**src/rtl/k12_pkg.sv**
```systemverilog
// Shared types and constants for the K12 instruction sequencer.
package k12_pkg;

    localparam int unsigned DATA_W = 8;
    localparam int unsigned ADDR_W = 16;
    localparam int unsigned INST_W = 16;
    localparam int unsigned RF_AW  = 3;

    // Instruction field positions
    localparam int unsigned CLS_HI  = 15;
    localparam int unsigned CLS_LO  = 14;
    localparam int unsigned SYS_BIT = 13;
    localparam int unsigned OFS_HI  = 7;
    localparam int unsigned OFS_LO  = 0;
    localparam int unsigned REG_HI  = 2;
    localparam int unsigned REG_LO  = 0;

    localparam logic [1:0] CLS_ALU = 2'b00;
    localparam logic [1:0] CLS_CMP = 2'b01;
    localparam logic [1:0] CLS_JMP = 2'b10;
    localparam logic [1:0] CLS_SYS = 2'b11;

    typedef enum logic [1:0] {
        FETCH_HI = 2'd0,
        FETCH_LO = 2'd1,
        EXEC     = 2'd2,
        HALT     = 2'd3
    } state_t;

    typedef struct packed {
        logic [1:0]  cls;
        logic [13:0] body;
    } inst_t;

    // Signed word offset of a relative jump, expressed in bytes.
    function automatic logic [ADDR_W-1:0] jump_ofs(input logic [DATA_W-1:0] ofs8);
        return {{(ADDR_W-DATA_W-1){ofs8[DATA_W-1]}}, ofs8, 1'b0};
    endfunction

endpackage

```
**src/rtl/k12_seq_pcnext.sv**
```systemverilog
// Combinational next-pc selection for the EXEC cycle plus the low-byte fetch address.
module k12_seq_pcnext
    import k12_pkg::*;
(
    input  logic [ADDR_W-1:0] pc,
    input  logic [1:0]        cls,
    input  logic [DATA_W-1:0] ofs8,
    input  logic              alu_cond,
    output logic [ADDR_W-1:0] pc_lo_c,
    output logic [ADDR_W-1:0] npc_c
);

    logic [ADDR_W-1:0] seq_pc;
    logic [ADDR_W-1:0] skip_pc;

    // All sums wrap naturally at ADDR_W bits.
    assign pc_lo_c = pc + ADDR_W'(1);
    assign seq_pc  = pc + ADDR_W'(2);
    assign skip_pc = pc + ADDR_W'(4);

    always_comb begin
        npc_c = seq_pc;
        unique case (cls)
            CLS_CMP: npc_c = alu_cond ? skip_pc : seq_pc;
            CLS_JMP: npc_c = seq_pc + jump_ofs(ofs8);
            default: npc_c = seq_pc;
        endcase
    end

endmodule

```
**src/rtl/k12_seq.sv**
```systemverilog
// K12 multi-cycle sequencer: two-byte fetch, single-cycle execute, accumulator and
// register-file write-back.
module k12_seq
    import k12_pkg::*;
#(
    parameter logic [ADDR_W-1:0] RESET_PC = 16'h0000
) (
    input  logic              clk,
    input  logic              reset,
    output logic              mem_req,
    output logic [ADDR_W-1:0] mem_addr,
    input  logic              mem_ack,
    input  logic [DATA_W-1:0] mem_rdata,
    output logic [RF_AW-1:0]  rf_raddr,
    input  logic [DATA_W-1:0] rf_rdata,
    output logic              rf_we,
    output logic [RF_AW-1:0]  rf_waddr,
    output logic [DATA_W-1:0] rf_wdata,
    output logic [DATA_W-1:0] alu_a,
    output logic [DATA_W-1:0] alu_b,
    output logic [INST_W-1:0] alu_inst,
    input  logic [DATA_W-1:0] alu_res,
    input  logic              alu_cond,
    output logic              halted,
    output logic [ADDR_W-1:0] pc
);

    state_t            state_q, state_d;
    logic [ADDR_W-1:0] pc_q, pc_d;
    logic [DATA_W-1:0] a_q, a_d;
    inst_t             ir_q, ir_d;
    logic [ADDR_W-1:0] pc_lo_c;
    logic [ADDR_W-1:0] npc_c;

    k12_seq_pcnext u_pcnext (
        .pc       (pc_q),
        .cls      (ir_q.cls),
        .ofs8     (ir_q[OFS_HI:OFS_LO]),
        .alu_cond (alu_cond),
        .pc_lo_c  (pc_lo_c),
        .npc_c    (npc_c)
    );

    // State and architectural registers.
    always_ff @(posedge clk) begin
        if (reset) begin
            state_q <= FETCH_HI;
            pc_q    <= RESET_PC;
            a_q     <= '0;
            ir_q    <= '0;
        end else begin
            state_q <= state_d;
            pc_q    <= pc_d;
            a_q     <= a_d;
            ir_q    <= ir_d;
        end
    end

    // Next-state and strobe decode; reset masks every strobe in its own cycle.
    always_comb begin
        state_d  = state_q;
        pc_d     = pc_q;
        a_d      = a_q;
        ir_d     = ir_q;
        mem_req  = 1'b0;
        mem_addr = pc_q;
        rf_we    = 1'b0;
        halted   = 1'b0;

        unique case (state_q)
            FETCH_HI: begin
                mem_req = 1'b1;
                if (mem_ack) begin
                    ir_d[INST_W-1:DATA_W] = mem_rdata;
                    state_d               = FETCH_LO;
                end
            end
            FETCH_LO: begin
                mem_req  = 1'b1;
                mem_addr = pc_lo_c;
                if (mem_ack) begin
                    ir_d[DATA_W-1:0] = mem_rdata;
                    state_d          = EXEC;
                end
            end
            EXEC: begin
                pc_d    = npc_c;
                state_d = FETCH_HI;
                if (ir_q.cls == CLS_ALU) begin
                    a_d = alu_res;
                end else if (ir_q.cls == CLS_SYS) begin
                    if (ir_q[SYS_BIT]) begin
                        rf_we = 1'b1;
                    end else begin
                        state_d = HALT;
                    end
                end
            end
            HALT: begin
                halted = 1'b1;
            end
            default: begin
                state_d = FETCH_HI;
            end
        endcase

        if (reset) begin
            mem_req = 1'b0;
            rf_we   = 1'b0;
            halted  = 1'b0;
        end
    end

    assign rf_raddr = ir_q[REG_HI:REG_LO];
    assign rf_waddr = ir_q[REG_HI:REG_LO];
    assign rf_wdata = a_q;
    assign alu_a    = a_q;
    assign alu_b    = rf_rdata;
    assign alu_inst = ir_q;
    assign pc       = pc_q;

endmodule
```
**config.mk**
```make
export PLATFORM = sky130hd
export DESIGN_NAME = k12_seq
export DESIGN_NICKNAME = d
export VERILOG_FILES = /design/src/rtl/k12_pkg.sv /design/src/rtl/k12_seq_pcnext.sv /design/src/rtl/k12_seq.sv
export SDC_FILE = /design/constraint.sdc
export NUM_CORES = 1
export LEC_CHECK = 0
export CAP_MARGIN = 20
export CORE_ASPECT_RATIO = 1.2
export CORE_MARGIN = 2
export CORE_UTILIZATION = 45
export CTS_BUF_LIST = sky130_fd_sc_hd__clkbuf_8
export CTS_CLUSTER_DIAMETER = 30
export DETAILED_ROUTE_END_ITERATION = 10
export PLACE_DENSITY_LB_ADDON = 0.15
export SLEW_MARGIN = 5
export SYNTH_ARGS = -nofsm -noshare
export SYNTH_HDL_FRONTEND = slang
export SYNTH_SLANG_ARGS = --single-unit
```
**constraint.sdc**
```tcl
create_clock -name clk -period 3.4 [get_ports clk]
set_input_delay 0.68 -clock clk [delete_from_list [all_inputs] [get_ports clk]]
set_output_delay 0.68 -clock clk [all_outputs]
set_load 0.01 [all_outputs]
```
======== Yosys cells after proc, flatten, opt, wreduce, memory -nomap -nowiden ========
Index checks and enable logic that the tools add are counted.
word-level totals
  register bits after elaboration ......... 42
  input bits .............................. 28
  word-level logic and storage cells ...... 44
operators by class
  reductions and logical operators ........ 8
  multiplexer cells ....................... 18
  add/sub/neg operators ................... 4
  equal/unequal tests ..................... 8
operator list
  cell                                                                    count
  16-bit two-way mux                                                      2
  16-bit one-hot mux with 2 select lines                                  1
  16-bit by 1-bit adder with 16-bit output (second input constant)        1
  16-bit adder                                                            1
  16-bit by 2-bit adder with 16-bit output (second input constant)        1
  16-bit by 3-bit adder with 16-bit output (second input constant)        1
  2-bit two-way mux                                                       5
  1-bit two-way mux                                                       9
  2-bit equality test (second input constant)                             4
  2-bit one-hot mux with 3 select lines                                   1
  2-bit AND reduction                                                     3
  2-bit by 1-bit equality test with 1-bit output (second input constant)  2
  2-bit zero test                                                         2
  2-bit inequality test (second input constant)                           2
  3-bit AND reduction                                                     1
  3-bit nonzero test                                                      1
  2-bit OR reduction                                                      1

======== Depth between registers and ports, before layout ========
Gate-level depths: netlist of run 1.
  depth after elaboration ................. 5
  mapped depth ............................ 13

======== Hierarchy ========
From an unflattened synthesis of run 1, not the netlist that was laid out.
second synthesis, totals
  cell total of the unflattened synthesis .. 466
  area, all modules ....................... 3752.3 um^2
by module, submodules not included
  module          area an instance (um^2)  cells each  times used
  k12_seq         2004.4                   213         1
  k12_seq_pcnext  1747.9                   253         1

======== Least setup slack after synthesis of run 1 ========
Ideal clock, no wire load.
  path kind ............................... reg2reg
  start ................................... register pc_q[3], in the netlist pc[3]
  end ..................................... register pc_q[15], in the netlist pc[15]
  arrival ................................. 2724 ps
  stages on the path, launching flop included .. 14
  slack ................................... 554 ps
  cell sequence ........................... dfxtp_1 ha_1 and4_1 buf_2 nand2_1 nor2_1 xor2_1 ha_1 a21o_1 o21ba_2 o31ai_1 o221ai_1 mux2i_1 nand2_1
between the ends
  cells in the longest elaborated chain, start to end .. 3
  elaborated cells between the ends (all ways) .. 5
  classes of those cells .................. 3 x add/sub; 2 x mux
RTL lines
  item                                                                                                  line                                        text
  from (decl)                                                                                           k12_seq.sv:29                               logic [ADDR_W-1:0] pc_q, pc_d;
  from (signal assigned)                                                                                k12_seq.sv:53                               pc_q <= pc_d;
  16-bit by 2-bit adder with 16-bit output or 16-bit by 3-bit adder with 16-bit output (tied branches)  k12_seq_pcnext.sv:18, k12_seq_pcnext.sv:19
  16-bit adder or 16-bit two-way mux (tied branches)                                                    k12_seq_pcnext.sv:25, k12_seq_pcnext.sv:24
  16-bit one-hot mux with 2 select lines (*)                                                            k12_seq_pcnext.sv:23                        unique case (cls)
Every way passes the cells marked *; elsewhere a longest branch is shown, timed or not.
A chain may end at the register's enable or synchronous reset.

======== Final worst setup path of run 1 ========
  start ................................... register pc_q[2], in the netlist pc[2]
  end ..................................... register pc_q[15], in the netlist pc[15]
Same word-level chain as after synthesis.

==> results of run 1 <==
## Yosys cell counts, types with 3 or more instances
cell / n / area [µm²]
o21a_1: 3 / 22.5
a22oi_1: 4 / 30.0
a31oi_1: 3 / 18.8
and4_1: 3 / 26.3
nand4_1: 5 / 31.3
nand2_1: 50 / 188
a21oi_1: 45 / 225
mux2i_1: 3 / 30.0
buf_4: 38 / 285
a211oi_1: 5 / 37.5
nand2b_1: 3 / 18.8
a221oi_1: 3 / 26.3
nor2b_1: 4 / 25.0
o21ai_1: 3 / 15.0
inv_1: 12 / 45.0
a21o_1: 7 / 52.6
a311oi_1: 3 / 26.3
nand3_1: 33 / 165
xnor2_1: 19 / 166
xor2_1: 16 / 140
ha_1: 25 / 313
dfxtp_1: 41 / 821
clkbuf_1: 22 / 82.6
buf_2: 8 / 40.0
nor2_1: 27 / 101
nor3_1: 9 / 45.0
o21ai_0: 15 / 75.1
## final timing paths
kind | to | slack, ps | cells past startpoint
worst min register to register | alu_inst[9] | 460 | 2
worst max-delay path | pc[15] | 280 | 12
worst min-delay path | alu_inst[9] | 460 | 2
worst max register to register | pc[15] | 280 | 12
## flip-flops by register name (all words and copies together), names as in the netlist
| name | count |
|---|---|
| alu_a | 8 |
| alu_inst | 16 |
| pc | 15 |
| state_q | 2 |
## layout by cell type (no fill, tap or decap), drive strengths merged, types with 3 or more instances in the layout
master,netlist,layout
clkbuf,22,5
a31oi,3,3
xor2,16,16
nor3,9,9
and3,3,3
dfxtp,41,41
nand3,34,34
o21a,3,3
inv,12,13
nor2b,4,4
nand4,6,6
clkdlybuf4s50,0,91
buf,47,11
ha,25,25
a21oi,45,45
a21o,7,7
xnor2,19,19
mux2i,3,3
nand2,51,51
nor2,28,28
a311oi,3,3
and4,3,3
a22oi,4,4
o21ai,18,18
nand2b,3,3
a211oi,5,5
a221oi,4,4
## metrics by stage
| stage | total power, mW | cell area, µm² |
|---|---|---|
| 2_1_floorplan | 0.672 | 3490 |
| 3_3_place_gp | 0.767 | 4190 |
| 3_5_place_dp | 0.769 | 4190 |
| 4_1_cts | 1.11 | 4270 |
| 5_1_grt | 1.16 | 4270 |
| 6_report | 1.11 | 4270 |
## layout make-up
class,count,area [µm²]
clock buffer,5,68.8
clock inverter,3,18.8
fill,774,3350
inverter,13,48.8
multi-input combinational,336,2210
sequential,41,821
tap,92,115
timing repair buffer,102,993
## power by group through the flow
stage / sequential [mW] / combinational (mW) / clock [mW]
global placement: 0.528 / 0.239 / 0
floorplan: 0.528 / 0.144 / 0
global route: 0.520 / 0.266 / 0.371
detailed placement: 0.528 / 0.241 / 0
finish: 0.517 / 0.244 / 0.347
CTS: 0.517 / 0.242 / 0.346
## tightest hold or removal path, delay by kind of cell (launching register included)
family / cells / cell delay, ps
AOI/OAI and AO/OA: 1 / 50
and+or+nand+nor: 1 / 50
DFF: 1 / 320
## metal layers
layer | up-vias | global-route usage, % | share of wire [%]
met1 | 1638 | 28.4 | 41
met3 | 39 | 4.67 | 7.3
li1 | 1660 | - | -
met4 | 0 | 10.4 | 3.2
met2 | 163 | 39.4 | 48
met5 | - | 0 | 0
## kinds of logic after synthesis
group	after synthesis	share of synthesized area, %
XOR/XNOR	35	8.79
buffers and inverters	82	13.2
other	1	0.108
adder cells (fa/ha/maj)	26	9.54
AO/OA/AOI/OAI	118	22.1
flip-flops	41	23.5
multiplexers	3	0.861
AND/OR/NAND/NOR	153	21.8
==> summary.txt, run 1 <==
Run status
  – Status: finished, final reports clean

Global route
  – Vias in the first global route: 3394
  – GR Overflow Total: 0
  – First-pass GRT wire length: between 15000 and 20000 µm
  – GRT Resource Usage Total: a little under a quarter
  – Largest net degree at the start of global routing: 46
  – Initial antenna violation count: 0

Power and ir drop
  – Pleak: roughly 1.6 nW
  – Comb power frac: between 20% and 30%
  – Pwr/cell area: 259 mW/mm²
  – Internal power: about 0.75 mW
  – Max IR drop VDD: between 150 and 200 µV
  – NetSw: 0.363 mW
  – Sw Share: 32.7%
  – Flop pwr share: 46.6%
  – Clock network power share: a little under a third

Worst setup path
  – Critical Path Source: pc[2]
  – Crit path kind: reg -> reg
  – CP bufs+invs: 0
  – Critical Path End Type: flip-flop
  – Worst path slowest cell: dfxtp_1
  – Cell Chain, Critical Path: ha_1 > and4_1 > nand2_1 > nor2_1 > xor2_1 > ha_1 > a21o_1 > o21ba_2 > o31ai_1 > o221ai_1 > mux2i_1 > nand2_1
  – Startpoint types: flip-flop
  – Worst Path Max Fanout: 8
  – Arr. time, crit path: 3330 ps
  – WP data required: about 3600 ps
  – Worst flop-to-flop path startpoint: pc[2]
  – Critical path's top delay family: simple AND/OR/NAND/NOR gates
  – Crit path largest cell delay: between 400 and 500 ps

Flow run
  – MaxCap Viol Count: 0

Worst hold path
  – Worst min path class: reg -> reg
  – Hold_sp: alu_inst[9]

Die
  – Total die area: between 0.008 and 0.009 mm²
  – Die Wd: roughly 84 µm
  – Die height: roughly 100 µm
  – Core ar.: 0.00762 mm²
  – Initial core utilization: between 40% and 50%
  – I/O Pins: ~110
  – FP Rows: 35

Logic synthesis
  – Most common flop cell mapped by yosys: dfxtp_1
  – Async S/R FF share, synth: 0%
  – Synthesized instance count: about 460
  – Synth warnings: 0
  – Mean area per synthesized cell: approximately 7.6 µm²
  – EDFF count, synth: 0
  – Synth Register Bits: 41
  – Post-Syn Area: 0.00349 mm²
  – Net Count, Synth: between 500 and 600
  – Synth cell types: 63
  – Sequential share of the synthesized area: 23.5%

STA
  – # setup viols final: 0
  – Max_slew headroom: 55.8%
  – Period utilization: 91.9%
  – Unrepaired setup endpoints after global routing: no
  – Fmax: approximately 0.32 GHz
  – Crit path time final: 3120 ps
  – Setup ws final: between 200 and 300 ps
  – Worst-Margin Slew: 658 ps
  – TNS Setup: 0 ps
  – Hold_ws: around 460 ps
  – Max Slew Vio Count: 0
  – Final hold vios: 0
  – Setup Skew: 14.8 ps

Detailed routing
  – DR pass1 iterations: 6
  – Iteration-0 DRC count of the detailed router: 290
  – Vias: 3500
  – WL final: about 9900 µm
  – Vias per cell: between 5 and 6
  – Drt drc: 0
  – Antenna-violating nets left: 0
  – Drt wl/cell: roughly 17 µm

Clocking
  – Later-pin clock latency in the skew report: 310 ps
  – Post-CTS Hold Fix Bufs: 0
  – Clock Root Buffer: clkbuf_8
  – Cts repair resizes: 0
  – Post-CTS Setup Repair Bufs: 0
  – Max clock buf depth: 2
  – CTS tree: yes
  – Depth of the CTS H-tree: 2
  – Clock transition at path regs: about 100 ps
  – Clk sinks: 41
  – Number of CTS-inserted buffers: 5

Final layout
  – Antenna cells: 0
  – Finished Core Util: 56.1%
  – Fin cells: just under 600
  – Final #Nets: about 550
  – Share of cells above drive strength 1: a little under 6%
  – Area Growth Syn to Fin: 22.5%

Placement
  – Post-Place Cells: approximately 580
  – Routability Congestion: around 0.97
  – Final HPWL DP: about 7000 µm
  – Buffers on Ports: 91
  – Pre-CTS WS: between 300 and 400 ps
Note: power is estimated with default switching activity, not from simulation.
==> inputs of run 2 (changes only) <==
Settings changed: CTS_CLUSTER_DIAMETER 30 to default.
==> results of run 2 <==
Final layout, timing and power as in run 1 (identical DEF).
